[src/rtl/data_late_pkg.sv]
// Shared constants and helpers for the data_late elastic pipeline.
// The optional Occupancy port is controlled by DATA_LATE_OCC_EN.
package data_late_pkg;

    localparam int DEFAULT_WIDTH = 32;
    localparam int DEFAULT_DEPTH = 1;

    function automatic int occ_width(input int depth);
        return $clog2(depth + 1);
    endfunction

endpackage

[src/rtl/data_late_stage.sv]
// One valid+data slice of the elastic pipeline. Flush (clr) beats load for
// the valid bit, and the data register only changes on a load.
module data_late_stage
    import data_late_pkg::*;
#(
    parameter int WIDTH = DEFAULT_WIDTH
) (
    input  logic             CLK,
    input  logic             Reset,
    input  logic             load,
    input  logic             clr,
    input  logic [WIDTH-1:0] d,
    input  logic             adv_out,
    output logic             vld,
    output logic [WIDTH-1:0] q
);

    logic             vld_q;
    logic             vld_d;
    logic [WIDTH-1:0] data_q;
    logic [WIDTH-1:0] data_d;

    // Next-state for the valid bit and the data word.
    always_comb begin
        vld_d  = vld_q;
        data_d = data_q;
        if (clr) begin
            vld_d = 1'b0;
        end else if (load) begin
            vld_d = 1'b1;
        end else if (adv_out) begin
            vld_d = 1'b0;
        end else begin
            vld_d = vld_q;
        end
        if (load) begin
            data_d = d;
        end else begin
            data_d = data_q;
        end
    end

    // Stage state registers with synchronous reset.
    always_ff @(posedge CLK) begin
        if (Reset) begin
            vld_q  <= 1'b0;
            data_q <= {WIDTH{1'b0}};
        end else begin
            vld_q  <= vld_d;
            data_q <= data_d;
        end
    end

    assign vld = vld_q;
    assign q   = data_q;

endmodule

[src/rtl/data_late_pipe.sv]
// Elastic DEPTH-stage data pipeline with stall, bubble collapse and flush.
// Defining DATA_LATE_OCC_EN adds the registered Occupancy output.
module data_late_pipe
    import data_late_pkg::*;
#(
    parameter int WIDTH = DEFAULT_WIDTH,
    parameter int DEPTH = DEFAULT_DEPTH
) (
    input  logic                         CLK,
    input  logic                         Reset,
    input  logic                         Flush,
    input  logic                         InValid,
    output logic                         InReady,
    input  logic [WIDTH-1:0]             DataIn,
    output logic                         OutValid,
    input  logic                         OutReady,
    output logic [WIDTH-1:0]             DataOut
`ifdef DATA_LATE_OCC_EN
    ,
    output logic [occ_width(DEPTH)-1:0]  Occupancy
`endif
);

    logic [DEPTH-1:0] vld_s;
    logic [DEPTH-1:0] adv_s;
    logic [DEPTH-1:0] load_s;
    logic [WIDTH-1:0] q_s [DEPTH];
    logic [WIDTH-1:0] d_s [DEPTH];
    logic             in_xfer_s;

    // Advance chain runs from the output back to the input so bubbles collapse.
    always_comb begin
        adv_s            = {DEPTH{1'b0}};
        load_s           = {DEPTH{1'b0}};
        adv_s[DEPTH-1]   = vld_s[DEPTH-1] & OutReady;
        for (int s = DEPTH - 2; s >= 0; s--) begin
            adv_s[s] = vld_s[s] & (~vld_s[s+1] | adv_s[s+1]);
        end
        InReady   = ~Flush & (~vld_s[0] | adv_s[0]);
        in_xfer_s = InValid & InReady;
        load_s[0] = in_xfer_s;
        for (int s = 1; s < DEPTH; s++) begin
            load_s[s] = adv_s[s-1] & ~Flush;
        end
    end

    // Data feeding each stage: DataIn at the head, the previous stage elsewhere.
    always_comb begin
        d_s[0] = DataIn;
        for (int s = 1; s < DEPTH; s++) begin
            d_s[s] = q_s[s-1];
        end
    end

    for (genvar g = 0; g < DEPTH; g++) begin : g_stage
        data_late_stage #(
            .WIDTH (WIDTH)
        ) u_stage (
            .CLK     (CLK),
            .Reset   (Reset),
            .load    (load_s[g]),
            .clr     (Flush),
            .d       (d_s[g]),
            .adv_out (adv_s[g]),
            .vld     (vld_s[g]),
            .q       (q_s[g])
        );
    end

    assign OutValid = vld_s[DEPTH-1];
    assign DataOut  = q_s[DEPTH-1];

`ifdef DATA_LATE_OCC_EN
    localparam int OCC_W = occ_width(DEPTH);

    logic [OCC_W-1:0] occ_q;
    logic [OCC_W-1:0] occ_d;
    logic             out_xfer_s;

    // Occupancy follows input/output transfers; Flush wins over a same-cycle output.
    always_comb begin
        occ_d      = occ_q;
        out_xfer_s = OutValid & OutReady;
        if (Flush) begin
            occ_d = {OCC_W{1'b0}};
        end else if (in_xfer_s && !out_xfer_s) begin
            occ_d = occ_q + OCC_W'(1'b1);
        end else if (!in_xfer_s && out_xfer_s) begin
            occ_d = occ_q - OCC_W'(1'b1);
        end else begin
            occ_d = occ_q;
        end
    end

    // Occupancy register with synchronous reset.
    always_ff @(posedge CLK) begin
        if (Reset) begin
            occ_q <= {OCC_W{1'b0}};
        end else begin
            occ_q <= occ_d;
        end
    end

    assign Occupancy = occ_q;
`endif

endmodule
[config.mk]
export PLATFORM = sky130hd
export DESIGN_NAME = data_late_pipe
export DESIGN_NICKNAME = d
export VERILOG_FILES = /design/src/rtl/data_late_pkg.sv /design/src/rtl/data_late_stage.sv /design/src/rtl/data_late_pipe.sv
export SDC_FILE = /design/constraint.sdc
export NUM_CORES = 1
export LEC_CHECK = 0
export ABC_AREA = 1
export CORE_ASPECT_RATIO = 0.9
export CORE_MARGIN = 2
export CORE_UTILIZATION = 37
export CTS_CLUSTER_DIAMETER = 40
export DETAILED_ROUTE_END_ITERATION = 10
export MAX_ROUTING_LAYER = met4
export PLACE_DENSITY = 0.91
export SYNTH_ARGS = -nofsm -noshare
export SYNTH_HDL_FRONTEND = slang
export SYNTH_HIERARCHICAL = 1
export SYNTH_SLANG_ARGS = --single-unit
export TNS_END_PERCENT = 100
[constraint.sdc]
create_clock -name CLK -period 1.19 [get_ports CLK]
set_input_delay 0.2975 -clock CLK [delete_from_list [all_inputs] [get_ports CLK]]
set_output_delay 0.2975 -clock CLK [all_outputs]
set_load 0.05 [all_outputs]
==> results.md, run 1 <==
- Outcome: complete, but fails checks
- Violations in the final reports: negative setup slack
- Clock root cell: clkbuf_4
- Flip-flop and latch area: 698 µm²
- Number of standard cells after synthesis: approximately 150
- Final worst clock skew: roughly 7.3 ps
- Vias in the first global route: roughly 1300
- Endpoint kind of the worst setup timing path: output pin
- Cell area after placement: 2270 µm²
- Gp weighted congestion: 0.726
- Max-cap viol count: 0
- Maximum frequency from static timing analysis: roughly 770 MHz
- Tightest Pin Transition: roughly 320 ps
- Critical path class: flip-flop to output pin
- Summed instance area of the synthesized netlist: roughly 1200 µm²
- Mean number of vias per cell: 4.63
- Worst Slack Setup Final: -105 ps
- Clock buffer depth: 2
- Area overhead of the layout relative to synthesis: 98.9%
- R2r worst-path depth: 6
- Ratio of final minimum period to clock period: 1.09
- # IOs: around 70
- DP HPWL: roughly 2.4 mm
- Die width: 64.2 µm
- Worst hold endpoint: g_stage[0].u_stage/vld
- Clock Power Share: 0.289
- Clk sinks: 33
- Number of fill cells in the layout: 226
- Core area: between 3000 and 4000 µm²
- Power density over cell area: 1250 nW/µm²
- Number of nets with antenna violations after detailed routing: 0
- Setup crit start: g_stage[0].u_stage/vld
- Slew Limit Fails: 0
- IR drop worst, VDD: between 900 and 1000 µV
- Switching share of power: 0.287
- Count of H-tree levels built during CTS: 2
- Top cells by area, synth: dfxtp_1 (55%), nor2_1 (20%), o21ai_0 (13%)
- Clock tree from TritonCTS: yes
- Reg2reg end: g_stage[0].u_stage/q[24]
- Logic pwr share: 0.286
- 1st-pass router iterations: 4
- Min-Delay Startpoint: Flush
- Startpoint of the worst-slack reg-to-reg timing path: g_stage[0].u_stage/vld
- Number of distinct library cells after synthesis: 12
- YS warnings: 6
- Filler-free cell count of the finished design: about 270
- Count of vias placed by the detailed router: 1246
- Worst hold path type: primary input to flip-flop
- Worst-case headroom to the max-slew limit: 0.785
- Dpl cells: 261
- Synthesis-stage register bit count: 33
- Post-place setup slack: -493 ps
- Proportion of synthesized chip area in sequential cells: 0.548
- Largest area contributor in the synthesized netlist: dfxtp_1
- Overall power of the completed layout: 2.99 mW
- Starting utilization of the core area: 0.390
- Reg clk slew, reported paths: 100 ps
- Sequential share of power: 0.425
- Detailed-route wire length: about 3.3 mm
- Fraction of final layout cells with drive strength greater than 1: 0.357
- Static leakage power: 1.04 nW
- Count of input and output buffers: 70
- GRT Resource Usage Total: 0.188
- RSZ-0062 raised after global routing: yes
- Sort of element at the start of the critical path: flip-flop
- Die outline area: 3730 µm²
- Multi-input gate area: 439 µm²
- Hold Fails Final Rpt: 0
- Residual overflow from global routing: 0
- Number of buffers added by the clock tree synthesis step: 5
- Mean instance size in the synthesized netlist: 7.82 µm²
- Net count after synthesis: 191
- Setup fix buffers added after clock tree synthesis: 0
- Commonest cells after routing, fill and taps aside: nor2_1 (64), buf_12 (35), clkdlybuf4s50_1 (34)
- Pin count of the biggest net entering global routing: 34
- Detailed Route Iter0 Violations: 49
- Finish-stage setup viols: 2
- Cell Rows: 19
- First-pass GRT wire length: 5.32 mm
- CP required: 890 ps
- Drc violations: 0
- Share of Yosys cell area claimed by the top area cell type: 0.548
- Number of nets at the end of the flow: 263
- Antenna Diode Count: 0
- Critical path arrival: 1000 ps
- Vert. Die Dim: 58.1 µm
- Reg2Reg Setup Slack: 30 ps
- Max FO, Critical Path: 2
- Routed wire length per instance: ~12 µm
- Hold slack: between 300 and 400 ps
- Number of instances on the worst hold path: 4
- Reported net switching power: 858 µW
- Clock insertion delay at the later pin of the skew report: around 320 ps
- Util after Layout: 0.775
- Power Internal: 2.13 mW
- Initial antenna violation count: 0
- Setup_tns: -163 ps
- Finished Cell Area: 2400 µm²
- Most common library cell in the layout ignoring fill and taps: nor2_1
- Clock period minus final worst setup slack: ~1300 ps
-- logic make-up (layout without fill, tap and decap cells) --
logic type / count (synthesis) / in the layout / share of synthesized area
AO/OA/AOI/OAI: 33 / 33 / 0.140
buffers and inverters: 18 / 91 / 0.0872
flip-flops: 33 / 33 / 0.548
AND/OR/NAND/NOR: 70 / 70 / 0.224
-- flip-flops by register name, indices dropped and copies added, names as in the netlist --
| name | cells |
|---|---|
| g_stage.u_stage/q | 32 |
| g_stage.u_stage/vld | 1 |
-- cell usage after synthesis --
cell / instances
clkbuf_2: 3
nor2_2: 1
buf_6: 3
clkbuf_4: 3
nand2_2: 2
inv_1: 8
nand2_1: 3
a21oi_2: 1
o21ai_0: 32
nor2_1: 64
dfxtp_1: 33
inv_2: 1
-- layer usage --
layer,up-vias,GRT usage,part of all wire
met3,4,0.0563,0.063
met1,576,0.192,0.40
met5,-,-,0
li1,622,-,-
met4,0,0.0760,0.012
met2,44,0.338,0.52
-- worst max-delay path, cell delays in order, from the launching register on --
cell and delay (ps):
dfxtp_2 350, nand2_2 60, nand2_2 70, inv_2 50, buf_12 140
-- worst max-delay path by stage --
stage	endpoint	cells after the start
3_3_place_gp	g_stage[0].u_stage/q[18]	7
5_1_grt	InReady	4
2_1_floorplan	g_stage[0].u_stage/q[20]	7
4_1_cts	InReady	4
6_report	InReady	4
3_5_place_dp	g_stage[0].u_stage/q[27]	7
-- repair_timing --
| action | CTS | global route |
|---|---|---|
| hold buffers | 0 | 0 |
| setup endpoints to repair | 40 | 53 |
| endpoints found under the hold margin | 0 | 0 |
| resized for setup | 9 | 25 |
-- power groups by stage --
stage | clock (mW) | sequential, mW | combinational (mW)
final | 0.865 | 1.27 | 0.854
after global routing | 0.933 | 1.28 | 0.896
after CTS | 0.895 | 1.26 | 0.855
after detailed placement | 0 | 1.28 | 0.853
after global placement | 0 | 1.28 | 0.842
after floorplan | 0 | 1.50 | 0.140
-- cell type report --
class | instances | share of cell area
repair buffers | 74 | 0.453
flip-flops and latches | 33 | 0.291
multi-input cells | 103 | 0.183
clock buffers | 7 | 0.0230
well taps | 42 | 0.0219
inverters | 9 | 0.0151
clock inverters | 1 | 0.0125
No activity file was read; power rests on OpenSTA's default activity.
==> run 2: changes to the inputs <==
--- a/config.mk
+++ b/config.mk
@@ -9,9 +9,10 @@
 export CORE_ASPECT_RATIO = 0.9
 export CORE_MARGIN = 2
-export CORE_UTILIZATION = 37
+export CORE_UTILIZATION = 38
+export CTS_BUF_LIST = sky130_fd_sc_hd__clkbuf_2
 export CTS_CLUSTER_DIAMETER = 40
 export DETAILED_ROUTE_END_ITERATION = 10
 export MAX_ROUTING_LAYER = met4
-export PLACE_DENSITY = 0.91
+export PLACE_DENSITY = 0.93
 export SYNTH_ARGS = -nofsm -noshare
 export SYNTH_HDL_FRONTEND = slang
==> constraint.sdc (replaced) <==
create_clock -name CLK -period 1.19 [get_ports CLK]
set_input_delay 0.357 -clock CLK [delete_from_list [all_inputs] [get_ports CLK]]
set_output_delay 0.357 -clock CLK [all_outputs]
set_load 0.05 [all_outputs]
==> run 2 against run 1 <==
The flow still finishes with violations (negative setup slack). Clock-buffer cell count stayed put. Register-to-register slack worse by 400 ps. Worst hold slack better by 37 ps. Non-clock buffer count is 18 higher. Maximum frequency is 18% lower. Largest power group unchanged. Highest routed layer unchanged.
==> results.md, run 2 (synthesis results as in run 1) <==
- Outcome: complete, but fails checks
- Violations in the final reports: negative setup slack
- Number of buffers added by the clock tree synthesis step: 5
- GRT Resource Usage Total: 0.276
- Dpl cells: 263
- Detailed-route wire length: 6.28 mm
- Sequential share of power: 0.431
- Clk sinks: 33
- Switching share of power: 0.356
- Antenna Diode Count: 0
- Die width: 63.4 µm
- Commonest cells after routing, fill and taps aside: buf_12 (38), clkdlybuf4s50_1 (34), nor2_1 (32)
- Sort of element at the start of the critical path: flip-flop
- Gp weighted congestion: 0.676
- Mean number of vias per cell: roughly 5.3
- RSZ-0062 raised after global routing: yes
- Critical path arrival: 1220 ps
- Maximum frequency from static timing analysis: 635 MHz
- Residual overflow from global routing: 0
- Power density over cell area: 1030 nW/µm²
- Routed wire length per instance: ~22 µm
- Clock tree from TritonCTS: yes
- Clock buffer depth: 2
- Hold slack: 418 ps
- Most common library cell in the layout ignoring fill and taps: buf_12
- Number of fill cells in the layout: between 70 and 80
- Max-cap viol count: 0
- Reported net switching power: roughly 1.1 mW
- Logic pwr share: 0.380
- Post-place setup slack: -504 ps
- Final worst clock skew: between 30 and 40 ps
- Max FFs per register: 32
- Number of nets at the end of the flow: 281
- Clock period minus final worst setup slack: between 1500 and 2000 ps
- Reg clk slew, reported paths: roughly 200 ps
- Clock root cell: clkbuf_2
- Count of H-tree levels built during CTS: 2
- Count of input and output buffers: 70
- Power Internal: 1.91 mW
- # IOs: 71
- Count of vias placed by the detailed router: 1531
- First-pass GRT wire length: 7.28 mm
- Hold Fails Final Rpt: 0
- IR drop worst, VDD: 808 µV
- Overall power of the completed layout: slightly below 3 mW
- DP HPWL: between 2 and 2.5 mm
- Vias in the first global route: 1506
- Drc violations: 0
- Critical path class: flip-flop to output pin
- Die outline area: 3640 µm²
- Detailed Route Iter0 Violations: 63
- Fraction of final layout cells with drive strength greater than 1: 0.584
- Vert. Die Dim: 57.4 µm
- Finish-stage setup viols: 67
- Slew Limit Fails: 0
- Clock insertion delay at the later pin of the skew report: 400 ps
- Max FO, Critical Path: 2
- Static leakage power: 1.18 nW
- CP required: between 800 and 900 ps
- Cell Rows: 19
- Number of nets with antenna violations after detailed routing: 0
- 1st-pass router iterations: 6
- Initial antenna violation count: 0
- Endpoint kind of the worst setup timing path: output pin
- Starting utilization of the core area: 0.396
- Clock Power Share: 0.189
- Worst Slack Setup Final: -384 ps
- Worst hold path type: primary input to flip-flop
- Ratio of final minimum period to clock period: 1.32
- Pin count of the biggest net entering global routing: 19
- Tightest Pin Transition: around 340 ps
- Core area: 3040 µm²
- Area overhead of the layout relative to synthesis: 140%
- Filler-free cell count of the finished design: between 200 and 300
- Worst-case headroom to the max-slew limit: 0.771
## run 2: stage by stage
step                 util  setup TNS [ps]  cell area [µm²]
finish              0.952          -11530             2900
global route        0.952          -14460             2900
global placement    0.753          -13800             2290
detailed placement  0.753          -15310             2290
floorplan               -               0             1210
CTS                 0.869           -7550             2650
## run 2: critical path: stages, from the launching register on
cell and delay, ps:
dfxtp_4 420, nand2_4 60, nand2_4 70, clkinvlp_4 110
buf_12 160
## run 2: path summary, 6_finish.rpt
path	start	cells past startpoint	end	slack, ps
setup / recovery	g_stage[0].u_stage/vld	4	InReady	-380
hold / removal	Flush	4	g_stage[0].u_stage/vld	420
setup reg to reg	g_stage[0].u_stage/vld	9	g_stage[0].u_stage/q[28]	-370
hold reg to reg	g_stage[0].u_stage/q[11]	2	g_stage[0].u_stage/q[11]	540
## run 2: repair_timing
item                                   CTS  global route
endpoints found under the hold margin    0             0
gates cloned                             5             1
pin swaps                                8            17
resized for setup                       78            60
hold buffers                             0             0
setup endpoints to repair               66            67
setup buffers                            5             7
## run 2: cell type report
type                       instances  area (µm²)  share of cell area
sequential                        33         719               0.248
clock buffer                       7        35.0              0.0121
clock inverter                     1        3.75             0.00130
tap                               42        52.6              0.0181
inverter                           9        45.0              0.0156
multi-input combinational        103         663               0.229
timing repair buffer              92        1380               0.476
## run 2: routing by layer
metal  global-route usage  share of wire  vias to the layer above
li1                     -              -                      670
met1                0.279           0.35                      751
met2                0.517           0.54                       89
met3               0.0828          0.065                       21
met4               0.0745          0.039                        0
met5                    -              0                        -
## run 2: power groups by stage
stage	Sequential (mW)	Clock, mW	Combinational (mW)
2_1_floorplan	1.49	0	0.142
3_3_place_gp	1.28	0	0.849
3_5_place_dp	1.28	0	0.863
4_1_cts	1.27	0.545	0.988
5_1_grt	1.28	0.609	1.16
6_report	1.28	0.562	1.13
==> run 3: changes to the inputs <==
REMOVE_ABC_BUFFERS = 1   (was not set)
clock period = 1.51 ns   (was 1.19 ns; I/O delays follow)
==> run 3 against run 2 <==
Combinational power down 40%. Sequential cell count stayed put. First-iteration DRC count up 3.2%. Largest power group unchanged. Utilization down 19 points. Clock-buffer cell count up 1. Sequential share of layout area up 3.7 points. Register-to-register slack improved by 410 ps. Wire length fell by 44%. Worst hold slack gained 17 ps. Critical path depth up 2. The flow still finishes with violations (negative setup slack).
==> results.md, run 3 (synthesis results as in run 1) <==
- Outcome: complete, but fails checks
- Violations in the final reports: negative setup slack
- Number of buffers inserted for hold repair after clock tree synthesis: 0
- Flip-flop and latch area: 664 µm²
- Number of buffers added by the clock tree synthesis step: 5
- Detailed Route Iter0 Violations: 65
- Initial antenna violation count: 0
- Max-cap viol count: 0
- Count of H-tree levels built during CTS: 2
- GRT Resource Usage Total: 0.222
- Pin count of the biggest net entering global routing: 34
- Reg2reg end: g_stage[0].u_stage/q[24]
- Worst hold path type: primary input to flip-flop
- DP HPWL: roughly 2.6 mm
- Worst Slack Setup Final: -19.6 ps
- Reg clk slew, reported paths: 150 ps
- Commonest cells after routing, fill and taps aside: nor2_1 (64), buf_12 (35), clkdlybuf4s50_1 (34)
- Gp weighted congestion: roughly 0.67
- Critical path class: primary input to output pin
- Hold Fails Final Rpt: 0
- 1st-pass router iterations: 4
- Core area: 3040 µm²
- Static leakage power: 1.03 nW
- Finish-stage setup viols: 1
- Worst-case headroom to the max-slew limit: 0.643
- Setup crit start: OutReady
- Critical path endpoint: InReady
- Cell Rows: 19
- Drc violations: 0
- Power density over cell area: 895 nW/µm²
- Sort of element at the start of the critical path: primary input
- R2r worst-path depth: 8
- Clock root cell: clkbuf_2
- Clk sinks: 33
- Count of vias placed by the detailed router: 1256
- CP required: about 1100 ps
- Startpoint of the worst-slack reg-to-reg timing path: g_stage[0].u_stage/vld
- Tightest Pin Transition: 534 ps
- Number of nets at the end of the flow: 265
- Area overhead of the layout relative to synthesis: 93.0%
- Antenna Diode Count: 0
- Die outline area: 3640 µm²
- Most common library cell in the layout ignoring fill and taps: nor2_1
- Clock tree from TritonCTS: yes
- IR drop worst, VDD: between 800 and 900 µV
- Vias in the first global route: 1342
- Fraction of final layout cells with drive strength greater than 1: 0.240
- Detailed-route wire length: 3.51 mm
- Max FFs per register: 32
- Vert. Die Dim: 57.4 µm
- Residual overflow from global routing: 0
- Starting utilization of the core area: 0.396
- Overall power of the completed layout: 2.08 mW
- Reg2Reg Setup Slack: 40 ps
- Count of input and output buffers: 70
- Final worst clock skew: between 5 and 6 ps
- # IOs: 71
- Slew Limit Fails: 0
- Util after Layout: 0.764
- Routed wire length per instance: ~13 µm
- Die width: ~63 µm
- Clock period minus final worst setup slack: approximately 1500 ps
- Maximum frequency from static timing analysis: 654 MHz
- Clock buffer depth: 2
- Clock insertion delay at the later pin of the skew report: 380 ps
- Mean number of vias per cell: 4.63
- Max FO, Critical Path: 2
- Endpoint kind of the worst setup timing path: output pin
- Multi-input gate area: 439 µm²
- Ratio of final minimum period to clock period: 1.01
- First-pass GRT wire length: 6.02 mm
- Critical path arrival: ~1100 ps
- Min-Delay Startpoint: Flush
- Number of fill cells in the layout: about 230
- RSZ-0062 raised after global routing: yes
- Number of nets with antenna violations after detailed routing: 0
[run 3: cell types whose count changed in the layout (fill, tap and decap cells not counted), moves of 3 or more]
cell,delta
buf_12,-3
buf_6,-3
o21ai_0,+16
o21ai_1,-7
nor2_2,-12
buf_4,-3
nor2_1,+32
buf_16,-4
dfxtp_2,-26
nor2_4,-20
dfxtp_4,-6
o21ai_2,-9
dfxtp_1,+32
[run 3: worst min-delay path by stage]
stage                                    to  cells after the start
finish               g_stage[0].u_stage/vld                      4
global route         g_stage[0].u_stage/vld                      4
CTS                  g_stage[0].u_stage/vld                      4
detailed placement   g_stage[0].u_stage/vld                      2
global placement     g_stage[0].u_stage/vld                      2
floorplan           g_stage[0].u_stage/q[0]                      2
[run 3: what timing repair did]
| item | 4_1_cts | 5_1_grt |
|---|---|---|
| endpoints found under the setup margin | 1 | 2 |
| gates resized for setup | 5 | 0 |
| buffers inserted | 2 | 1 |
| cloned | 0 | 0 |
| pin swaps | 2 | 1 |
[run 3: final cells by class]
type                            count  area share
Clock buffer                        8      0.0172
Inverter                            9      0.0145
Multi-Input combinational cell    103       0.189
Sequential cell                    33       0.286
Tap cell                           42      0.0226
Timing Repair Buffer               76       0.471
[run 3: layer usage]
layer	vias to the layer above	wire length (µm)	share of wire	GRT usage
met2	50	1820	0.52	0.380
met3	7	227	0.065	0.0631
met5	-	0	0	-
met1	569	1390	0.40	0.234
li1	630	-	-	-
met4	0	72	0.021	0.112
[run 3: per-stage QoR]
step	setup WS [ps]	hold slack [ps]	instance area, µm²	TNS, ps	std cells
after CTS	-44.2	393	2320	-60.1	270
after global placement	-254	533	2260	-8320	260
after global routing	-86.2	412	2330	-955	271
final	-19.6	435	2330	-19.6	271
after detailed placement	-354	541	2260	-10210	260
after floorplan	-341	588	1130	-11180	145
[run 3: report_power, final]
| group | total [mW] | leakage, nW | switching (mW) | internal (mW) |
|---|---|---|---|---|
| combinational | 0.675 | 0.719 | 0.332 | 0.344 |
| sequential | 0.990 | 0.273 | 0.0606 | 0.929 |
| clock | 0.417 | 0.0332 | 0.280 | 0.137 |
[run 3: worst max-delay path, cell delays in order]
cell and delay [ps]:
dlygate4sd2_1 250, inv_1 70, nand2_2 50, nand2_2 70, inv_2 50, buf_12 140
